$ cat config.mk
export PLATFORM = sky130hd
export DESIGN_NAME = uart_rx_ctrl
export DESIGN_NICKNAME = d
export VERILOG_FILES = /design/src/rtl/uart_rx_ctrl.sv
export SDC_FILE = /design/constraint.sdc
export NUM_CORES = 1
export LEC_CHECK = 0
export ABC_CLOCK_PERIOD_IN_PS = 5600
export BUFFER_PORTS_ARGS = -buffer_cell sky130_fd_sc_hd__buf_2
export CORE_MARGIN = 3
export CORE_UTILIZATION = 50
export DETAILED_ROUTE_END_ITERATION = 12
export PLACE_DENSITY_LB_ADDON = 0.2
export RECOVER_POWER = 25
export SKIP_LAST_GASP = 1
export SLEW_MARGIN = 40
export SYNTH_ARGS = -nofsm -noshare
export SYNTH_HDL_FRONTEND = slang
export SYNTH_SLANG_ARGS = --single-unit
$ cat constraint.sdc
create_clock -name PCLK -period 5.6 [get_ports PCLK]
set_input_delay 0.28 -clock PCLK [delete_from_list [all_inputs] [get_ports PCLK]]
set_output_delay 0.28 -clock PCLK [all_outputs]
set_load 0.05 [all_outputs]
$ cat src/rtl/uart_rx_ctrl.sv
// UART receive-side controller: bit-period config, byte capture with parity check,
// show-ahead FIFO, and overrun/timeout/threshold interrupt generation.
`timescale 1ns/1ps
module uart_rx_ctrl #(
    parameter int unsigned       DEPTH_LOG2     = 3,
    parameter int unsigned       TO_W           = 16,
    parameter logic [TO_W-1:0]   TIMEOUT_CYCLES = TO_W'(4000),
    parameter logic [11:0]       WORK_FR_RST    = 12'd434
) (
    input  logic                  PCLK,
    input  logic                  RESET,
    input  logic                  CFG_WE,
    input  logic [11:0]           CFG_WORK_FR,
    input  logic                  CFG_PARITY_EN,
    input  logic                  CFG_PARITY_ODD,
    input  logic [DEPTH_LOG2:0]   CFG_THRESH,
    output logic [11:0]           WORK_FR_O,
    input  logic                  RX_READY,
    input  logic [7:0]            RX_DATA,
    input  logic                  RX_PARITY,
    input  logic                  RD_EN,
    output logic [7:0]            RD_DATA,
    output logic                  RD_PERR,
    output logic                  EMPTY,
    output logic                  FULL,
    output logic [DEPTH_LOG2:0]   LEVEL,
    input  logic                  CLR_ERR,
    output logic                  OVERRUN,
    output logic                  TIMEOUT,
    output logic                  IRQ
);

    localparam int unsigned    DEPTH    = 2 ** DEPTH_LOG2;
    localparam int unsigned    PW       = DEPTH_LOG2 + 1;
    localparam logic [PW-1:0]  MSB_ONLY = PW'(DEPTH);

    typedef enum logic [1:0] {S_IDLE, S_CHECK, S_PUSH} state_t;

    state_t            state;
    logic              rx_ready_q;
    logic              rx_pend;
    logic [7:0]        hold_data;
    logic              hold_par;
    logic              hold_perr;

    logic [8:0]        mem [DEPTH];
    logic [PW-1:0]     wr_ptr;
    logic [PW-1:0]     rd_ptr;
    logic [PW-1:0]     wr_ptr_nxt;
    logic [PW-1:0]     rd_ptr_nxt;
    logic [PW-1:0]     level_nxt;
    logic [TO_W-1:0]   to_cnt;
    logic [TO_W-1:0]   to_cnt_nxt;

    logic              capture;
    logic              push_req;
    logic              push;
    logic              pop;

    // A READY edge seen while busy is remembered and honoured in S_IDLE if the level is still high.
    always_comb begin
        capture    = RX_READY & (~rx_ready_q | rx_pend);
        push_req   = (state == S_PUSH);
        push       = push_req & ~FULL;
        pop        = RD_EN & ~EMPTY;
        wr_ptr_nxt = wr_ptr + PW'(push);
        rd_ptr_nxt = rd_ptr + PW'(pop);
        level_nxt  = wr_ptr_nxt - rd_ptr_nxt;
        to_cnt_nxt = to_cnt;
        if (push || pop || EMPTY) begin
            to_cnt_nxt = '0;
        end else if (to_cnt != TIMEOUT_CYCLES) begin
            to_cnt_nxt = to_cnt + TO_W'(1);
        end
    end

    always_ff @(posedge PCLK) begin
        if (RESET) begin
            state      <= S_IDLE;
            rx_ready_q <= 1'b0;
            rx_pend    <= 1'b0;
            hold_data  <= '0;
            hold_par   <= 1'b0;
            hold_perr  <= 1'b0;
        end else begin
            rx_ready_q <= RX_READY;
            case (state)
                S_IDLE: begin
                    rx_pend <= 1'b0;
                    if (capture) begin
                        hold_data <= RX_DATA;
                        hold_par  <= RX_PARITY;
                        state     <= S_CHECK;
                    end
                end
                S_CHECK: begin
                    hold_perr <= CFG_PARITY_EN & (^hold_data ^ hold_par ^ CFG_PARITY_ODD);
                    if (RX_READY && !rx_ready_q) rx_pend <= 1'b1;
                    state <= S_PUSH;
                end
                S_PUSH: begin
                    if (RX_READY && !rx_ready_q) rx_pend <= 1'b1;
                    state <= S_IDLE;
                end
                default: state <= S_IDLE;
            endcase
        end
    end

    always_ff @(posedge PCLK) begin
        if (push) mem[wr_ptr[DEPTH_LOG2-1:0]] <= {hold_perr, hold_data};
    end

    // Status and head byte are registered from next-state pointers; a write into the head slot bypasses memory.
    always_ff @(posedge PCLK) begin
        if (RESET) begin
            wr_ptr    <= '0;
            rd_ptr    <= '0;
            RD_DATA   <= '0;
            RD_PERR   <= 1'b0;
            EMPTY     <= 1'b1;
            FULL      <= 1'b0;
            LEVEL     <= '0;
            OVERRUN   <= 1'b0;
            TIMEOUT   <= 1'b0;
            IRQ       <= 1'b0;
            to_cnt    <= '0;
            WORK_FR_O <= WORK_FR_RST;
        end else begin
            wr_ptr  <= wr_ptr_nxt;
            rd_ptr  <= rd_ptr_nxt;
            LEVEL   <= level_nxt;
            EMPTY   <= (wr_ptr_nxt == rd_ptr_nxt);
            FULL    <= ((wr_ptr_nxt ^ rd_ptr_nxt) == MSB_ONLY);
            if (wr_ptr_nxt == rd_ptr_nxt) begin
                {RD_PERR, RD_DATA} <= '0;
            end else if (push && (wr_ptr == rd_ptr_nxt)) begin
                {RD_PERR, RD_DATA} <= {hold_perr, hold_data};
            end else begin
                {RD_PERR, RD_DATA} <= mem[rd_ptr_nxt[DEPTH_LOG2-1:0]];
            end
            if (push_req && FULL) begin
                OVERRUN <= 1'b1;
            end else if (CLR_ERR) begin
                OVERRUN <= 1'b0;
            end
            to_cnt  <= to_cnt_nxt;
            TIMEOUT <= (to_cnt_nxt == TIMEOUT_CYCLES);
            IRQ     <= ((CFG_THRESH != '0) && (LEVEL >= CFG_THRESH)) | TIMEOUT | OVERRUN;
            if (CFG_WE) WORK_FR_O <= CFG_WORK_FR;
        end
    end

endmodule

**Word-level counts from Yosys, hierarchy flattened**

Memory sizes are Yosys's and may differ from the RTL's.
Index checks and enable logic that the tools add are counted.

- Flip-flop bits (word level): 68
- Input port bits: 33
- Memories: 1
- Memory bits (writable): 72
- Output and inout port bits: 30

Memories:

| memory | words | width | read ports | clocked after Yosys merged registers in | write ports | line | source |
|---|---|---|---|---|---|---|---|
| mem | 8 | 9 | 1 | 0 | 1 | 46 | `logic [8:0] mem [DEPTH];` |

- Bitwise gates (word level): 13
- $add $sub $neg: 4
- Equality and inequality tests: 9
- Reductions and logical operators: 16
- Magnitude comparators: 1
- Multiplexer cells: 12

Operator list:

| operator | count |
|---|---|
| $mux W16 | 2 |
| $add A16 B1 Y16 const B | 1 |
| $eq A16 B12 Y1 const B | 1 |
| $ne A16 B12 Y1 const B | 1 |
| $add A4 B1 Y4 | 2 |
| $eq A4 B4 Y1 | 2 |
| $mux W8 | 1 |
| $reduce_xor A8 Y1 | 1 |
| $mux W1 | 6 |
| $and A1 B1 Y1 | 4 |
| $eq A4 B4 Y1 const B | 1 |
| $ge A4 B4 Y1 | 1 |
| $logic_and A1 B1 Y1 | 4 |
| $pmux W2 S2 | 1 |
| $reduce_and A2 Y1 | 2 |
| $reduce_bool A2 Y1 | 2 |
| $reduce_bool A4 Y1 | 1 |
| $reduce_or A2 Y1 | 2 |
| $sub A4 B4 Y4 | 1 |
| $xor A4 B4 Y4 | 1 |
| $not A1 Y1 | 3 |
| $or A1 B1 Y1 | 3 |
| $eq A2 B1 Y1 const B | 1 |
| $eq A2 B2 Y1 const B | 1 |
| 8 further kinds | 10 |

**Depth between registers and ports, before layout**

- Depth after elaboration: 6
- Depth in mapped cells: 12

**Least setup slack after synthesis**

No wires, ideal clock.

- Path kind: register to register
- Start: register EMPTY
- End: register LEVEL[3]
- Arrival time: 2634 ps
- Slack: 2839 ps
- Stages on the path, launching flop included: 12
- Clock period less this slack: 2761 ps
- Required time: 5472 ps
- Path buffers: 2
- Cell sequence: dfxtp_1 nor2b_1 ha_1 ha_1 buf_2 buf_2 inv_1 ha_1 a21o_1 a21oi_1 xor2_1 nor2_1

- Cells in the longest elaborated chain, start to end: 4

Ends and longest elaborated chain:

| what | line | source |
|---|---|---|
| from (decl) | 24 | `output logic EMPTY,` |
| from (signal assigned) | 133 | `EMPTY <= (wr_ptr_nxt == rd_ptr_nxt);` |
| $not A1 Y1 | 65 | `pop = RD_EN & ~EMPTY;` |
| $and A1 B1 Y1 | 65 |  |
| $add A4 B1 Y4 | 67 | `rd_ptr_nxt = rd_ptr + PW'(pop);` |
| via rd_ptr_nxt[1] | 50 | `logic [PW-1:0] rd_ptr_nxt;` |
| $sub A4 B4 Y4 | 68 | `level_nxt = wr_ptr_nxt - rd_ptr_nxt;` |
| to (signal assigned) | 132 | `LEVEL <= level_nxt;` |
| to (decl) | 26 | `output logic [DEPTH_LOG2:0] LEVEL,` |

The timed path passes the listed nets, and every way through them passes these cells.
A chain may end at the register's enable or synchronous reset.

**Worst setup path after layout**

- Start: register state[0]
- End: register RD_DATA[4]

- Cells in the longest elaborated chain, start to end: 5
- Elaborated cells between the ends (all ways): 7
- Those cells by class: add/sub (1); eq/ne (2); mux (1); bitwise (1); reduce/logical (2)

Ends and longest elaborated chain:

| what | line | source |
|---|---|---|
| from (decl) | 39 | `state_t state;` |
| from (signal assigned) | 79 | `state <= S_IDLE;` |
| from (signal assigned) | 93 | `state <= S_CHECK;` |
| from (signal assigned) | 99 | `state <= S_PUSH;` |
| $eq A2 B2 Y1 | 63 | `push_req = (state == S_PUSH);` |
| $and A1 B1 Y1 | 64 | `push = push_req & ~FULL;` |
| $add A4 B1 Y4 | 66 | `wr_ptr_nxt = wr_ptr + PW'(push);` |
| via wr_ptr_nxt[2] | 49 | `logic [PW-1:0] wr_ptr_nxt;` |
| $eq A4 B4 Y1 | 135 | `if (wr_ptr_nxt == rd_ptr_nxt) begin` |
| $reduce_or A2 Y1 (no source line) | -- |  |
| to (signal assigned) | 138 | `{RD_PERR, RD_DATA} <= {hold_perr, hold_data};` |
| to (signal assigned) | 140 | `{RD_PERR, RD_DATA} <= mem[rd_ptr_nxt[DEPTH_LOG2-1:0]];` |
| to (decl) | 22 | `output logic [7:0] RD_DATA,` |

The timed path passes the listed nets, and every way through them passes these cells.

==> results.cfg <==
[yosys]
synthCells = 441
ys_ff_latch = 140
synth_compound_gate_area_share_pct = 5.23
syn_area_per_cell_um2 = 13.4
yosysUniqueCellTypes = 50
synth_mux_area_share_pct = 11.1
synth_top_family_by_area = simple AND/OR/NAND/NOR gates
syn_nets = 492
postSynth.asyncResetShare_pct = 0
synth_area_um2 = 5910
synth_xor_area_share_pct = 5.44
yosys.area_share.simple_pct = 12.1
synthAdderAreaFrac_pct = 3.93
yosys_most_used_dff = edfxtp_1
yosysWarnings = 0
synth_edf_count = 72
yosysSeqAreaShare_pct = 59.6

[cts]
cts_hold_buf = 0
cts_setup_buffers = 0
cts_tree = built
ctsLongestPathBuffers = 2
cts_buffers = 17
cts_root_buf = clkbuf_16
clock_latency_ns = 0.41
cts_sinks = 140
path_clk_slew_ns = 0.06
htree_levels = 4
ctsResizeCount = 0

[drt]
drtIter0Drc = 122
route.detailed.drc = 0
wl_um = 10800
viasPerCell = 5.22
firstDrtPassIters = 4
ant_nets = 0
vias = 3472
wire_per_inst_um = 16.2

[sta]
fmax_mhz = 361
slew_viol_final = 45
hold_viol = 0
rsz0062_at_grt = no
clock_skew_ns = 0.0124
setup_viol = 0
period_needed_ns = 2.77
post-route-period-util_pct = 49.5
slew_headroom_pct = -24.9
setup_tns_ns = 0
worst_pin_slew_ns = 1.87

[layout]
final-seq-area_um2 = 3520
postLayoutCoreUtil_pct = 60.7
fin_area_um2 = 6960
area_delta_synth_final_pct = 17.7
diodes = 0
multiInputGateArea_um2 = 2250
layout-drive-gt1-share_pct = 28.0
nets = 560
n_fill_cell = 869
stdcell_count = 665

[floorplanning]
core-area_um2 = 11500
die-width_um = 115
die-area_um2 = 13200
io_pins = 63
die_h_um = 115
row_count = 39
initial_utilization_pct = 51.6

[place]
place_area_um2 = 6360
numPortBuffers = 62
dp_cells = 633
dp_hpwl_um = 7280
gp_congestion = 0.778

[worst_setup_path]
cp_data_arrival_time_ns = 3.09
worstPathMaxFanout = 10
crit_type = flop to flop
cp-start-kind = flop
required_ns = 5.92
crit_path_end_kind = flop

[hold_path]
hold_class = input port to flop

[grt]
overflow = 0
grt_max_degree = 45
grtUsageTotal_pct = 17.5
grt_first_pass_wirelength_um = 17600
grt_pass1_vias = 3466
antenna_found_initial = 0

[pwr]
peakVddDrop_v = 0.000237
power.leakage_nw = 2.59
powerDensity_nw_per_um2 = 362
report.power.total_mw = 2.52

[run_status]
outcome = complete, but fails checks
violations = max-capacitance violations, max-slew violations

[flow_run]
max_cap_violations = 1
## layer usage
layer	global-route usage [%]	part of all wire (%)
met4	5.95	1.2
met3	5.79	5.0
met5	0	0
met2	26.2	46
met1	24.1	48
## final timing paths
kind                  startpoint           end  slack (ns)  depth (start not counted)
setup reg to reg        state[0]    RD_DATA[4]        2.83                          9
setup / recovery        state[0]    RD_DATA[4]        2.83                          9
hold / removal    CFG_WORK_FR[8]  WORK_FR_O[8]        0.08                          2
hold reg to reg          rx_pend       rx_pend        0.48                          2
## layout by cell type, fill, tap and decap left out, types with 2 or more instances in the layout
master,count
edfxtp_1,72
dfxtp_1,68
buf_2,61
nor2_1,57
mux2i_1,25
clkbuf_16,21
mux4_2,18
inv_1,17
xnor2_1,17
xor2_1,16
ha_1,16
nor2b_1,14
nand2_1,10
a21oi_1,9
a211oi_2,9
nand2b_1,8
nor2_2,7
nor3_1,6
nand3_1,6
o21ai_0,6
a211o_1,5
nand3_2,4
clkbuf_1,4
buf_4,4
nor3_2,2
nor2_4,2
nand4_1,2
nand4_2,2
xor2_2,2
or3_1,2
nand3b_1,2
a21o_1,2
clkinvlp_4,2
clkinv_4,2
## cell families after synthesis
group,after synthesis
AOI/OAI and AO/OA,38
xor gates and xnor gates,35
adders and majority gates,18
buffers and inverters,34
DFF,140
muxes,43
and+or+nand+nor,133
## synthesized netlist by cell type, types with 4 or more instances
| cell type | number | area share [%] |
|---|---|---|
| nor3_1 | 6 | 0.51 |
| inv_1 | 17 | 1.1 |
| mux4_2 | 18 | 6.9 |
| a211oi_2 | 9 | 1.9 |
| xnor2_1 | 17 | 2.5 |
| xor2_1 | 16 | 2.4 |
| nand2b_1 | 8 | 0.85 |
| a21oi_1 | 9 | 0.76 |
| mux2i_1 | 25 | 4.2 |
| nor2b_1 | 14 | 1.5 |
| edfxtp_1 | 72 | 37 |
| nand3_2 | 4 | 0.68 |
| nor2_1 | 63 | 4.0 |
| a211o_1 | 5 | 0.74 |
| buf_2 | 5 | 0.42 |
| o21ai_0 | 6 | 0.51 |
| clkbuf_1 | 7 | 0.44 |
| dfxtp_1 | 68 | 23 |
| nand2_1 | 10 | 0.63 |
| ha_1 | 17 | 3.6 |
| nand3_1 | 6 | 0.51 |
## power breakdown
part           switching (mW)  total, mW  internal [mW]
combinational           0.171      0.279          0.108
clock                   0.405       1.10          0.692
sequential             0.0283       1.14           1.11
total                   0.605       2.52           1.91
## final cells by class
class	instances	area share, %
inverters	17	0.917
well taps	143	2.57
repair buffers	66	4.87
clock buffers	26	8.02
multi-input cells	267	32.4
clock inverters	6	0.665
flip-flops and latches	140	50.6
## sequential cells by signal (all words and copies together), names as in the netlist, 2 cells and up
register / cells
LEVEL: 4
mem: 72
state: 2
hold_data: 8
WORK_FR_O: 12
to_cnt: 16
RD_DATA: 8
wr_ptr: 4
rd_ptr: 4
## stage by stage
step,hold WS (ns),setup slack (ns)
5_1_grt,0.0568,2.62
4_1_cts,0.0631,2.80
2_1_floorplan,0.402,2.84
3_5_place_dp,0.478,2.83
6_report,0.0759,2.83
3_3_place_gp,0.463,2.63
## critical path, cell delays in order, from the launching register on
cell and delay (ns):
dfxtp_1 0.34, inv_1 0.09, ha_1 0.17, nor2b_1 0.46, ha_1 0.29, ha_1 0.16
xor2_1 0.21, ha_1 0.31, a41o_1 0.41, a211oi_2 0.23
(Power assumes the default switching activity.)
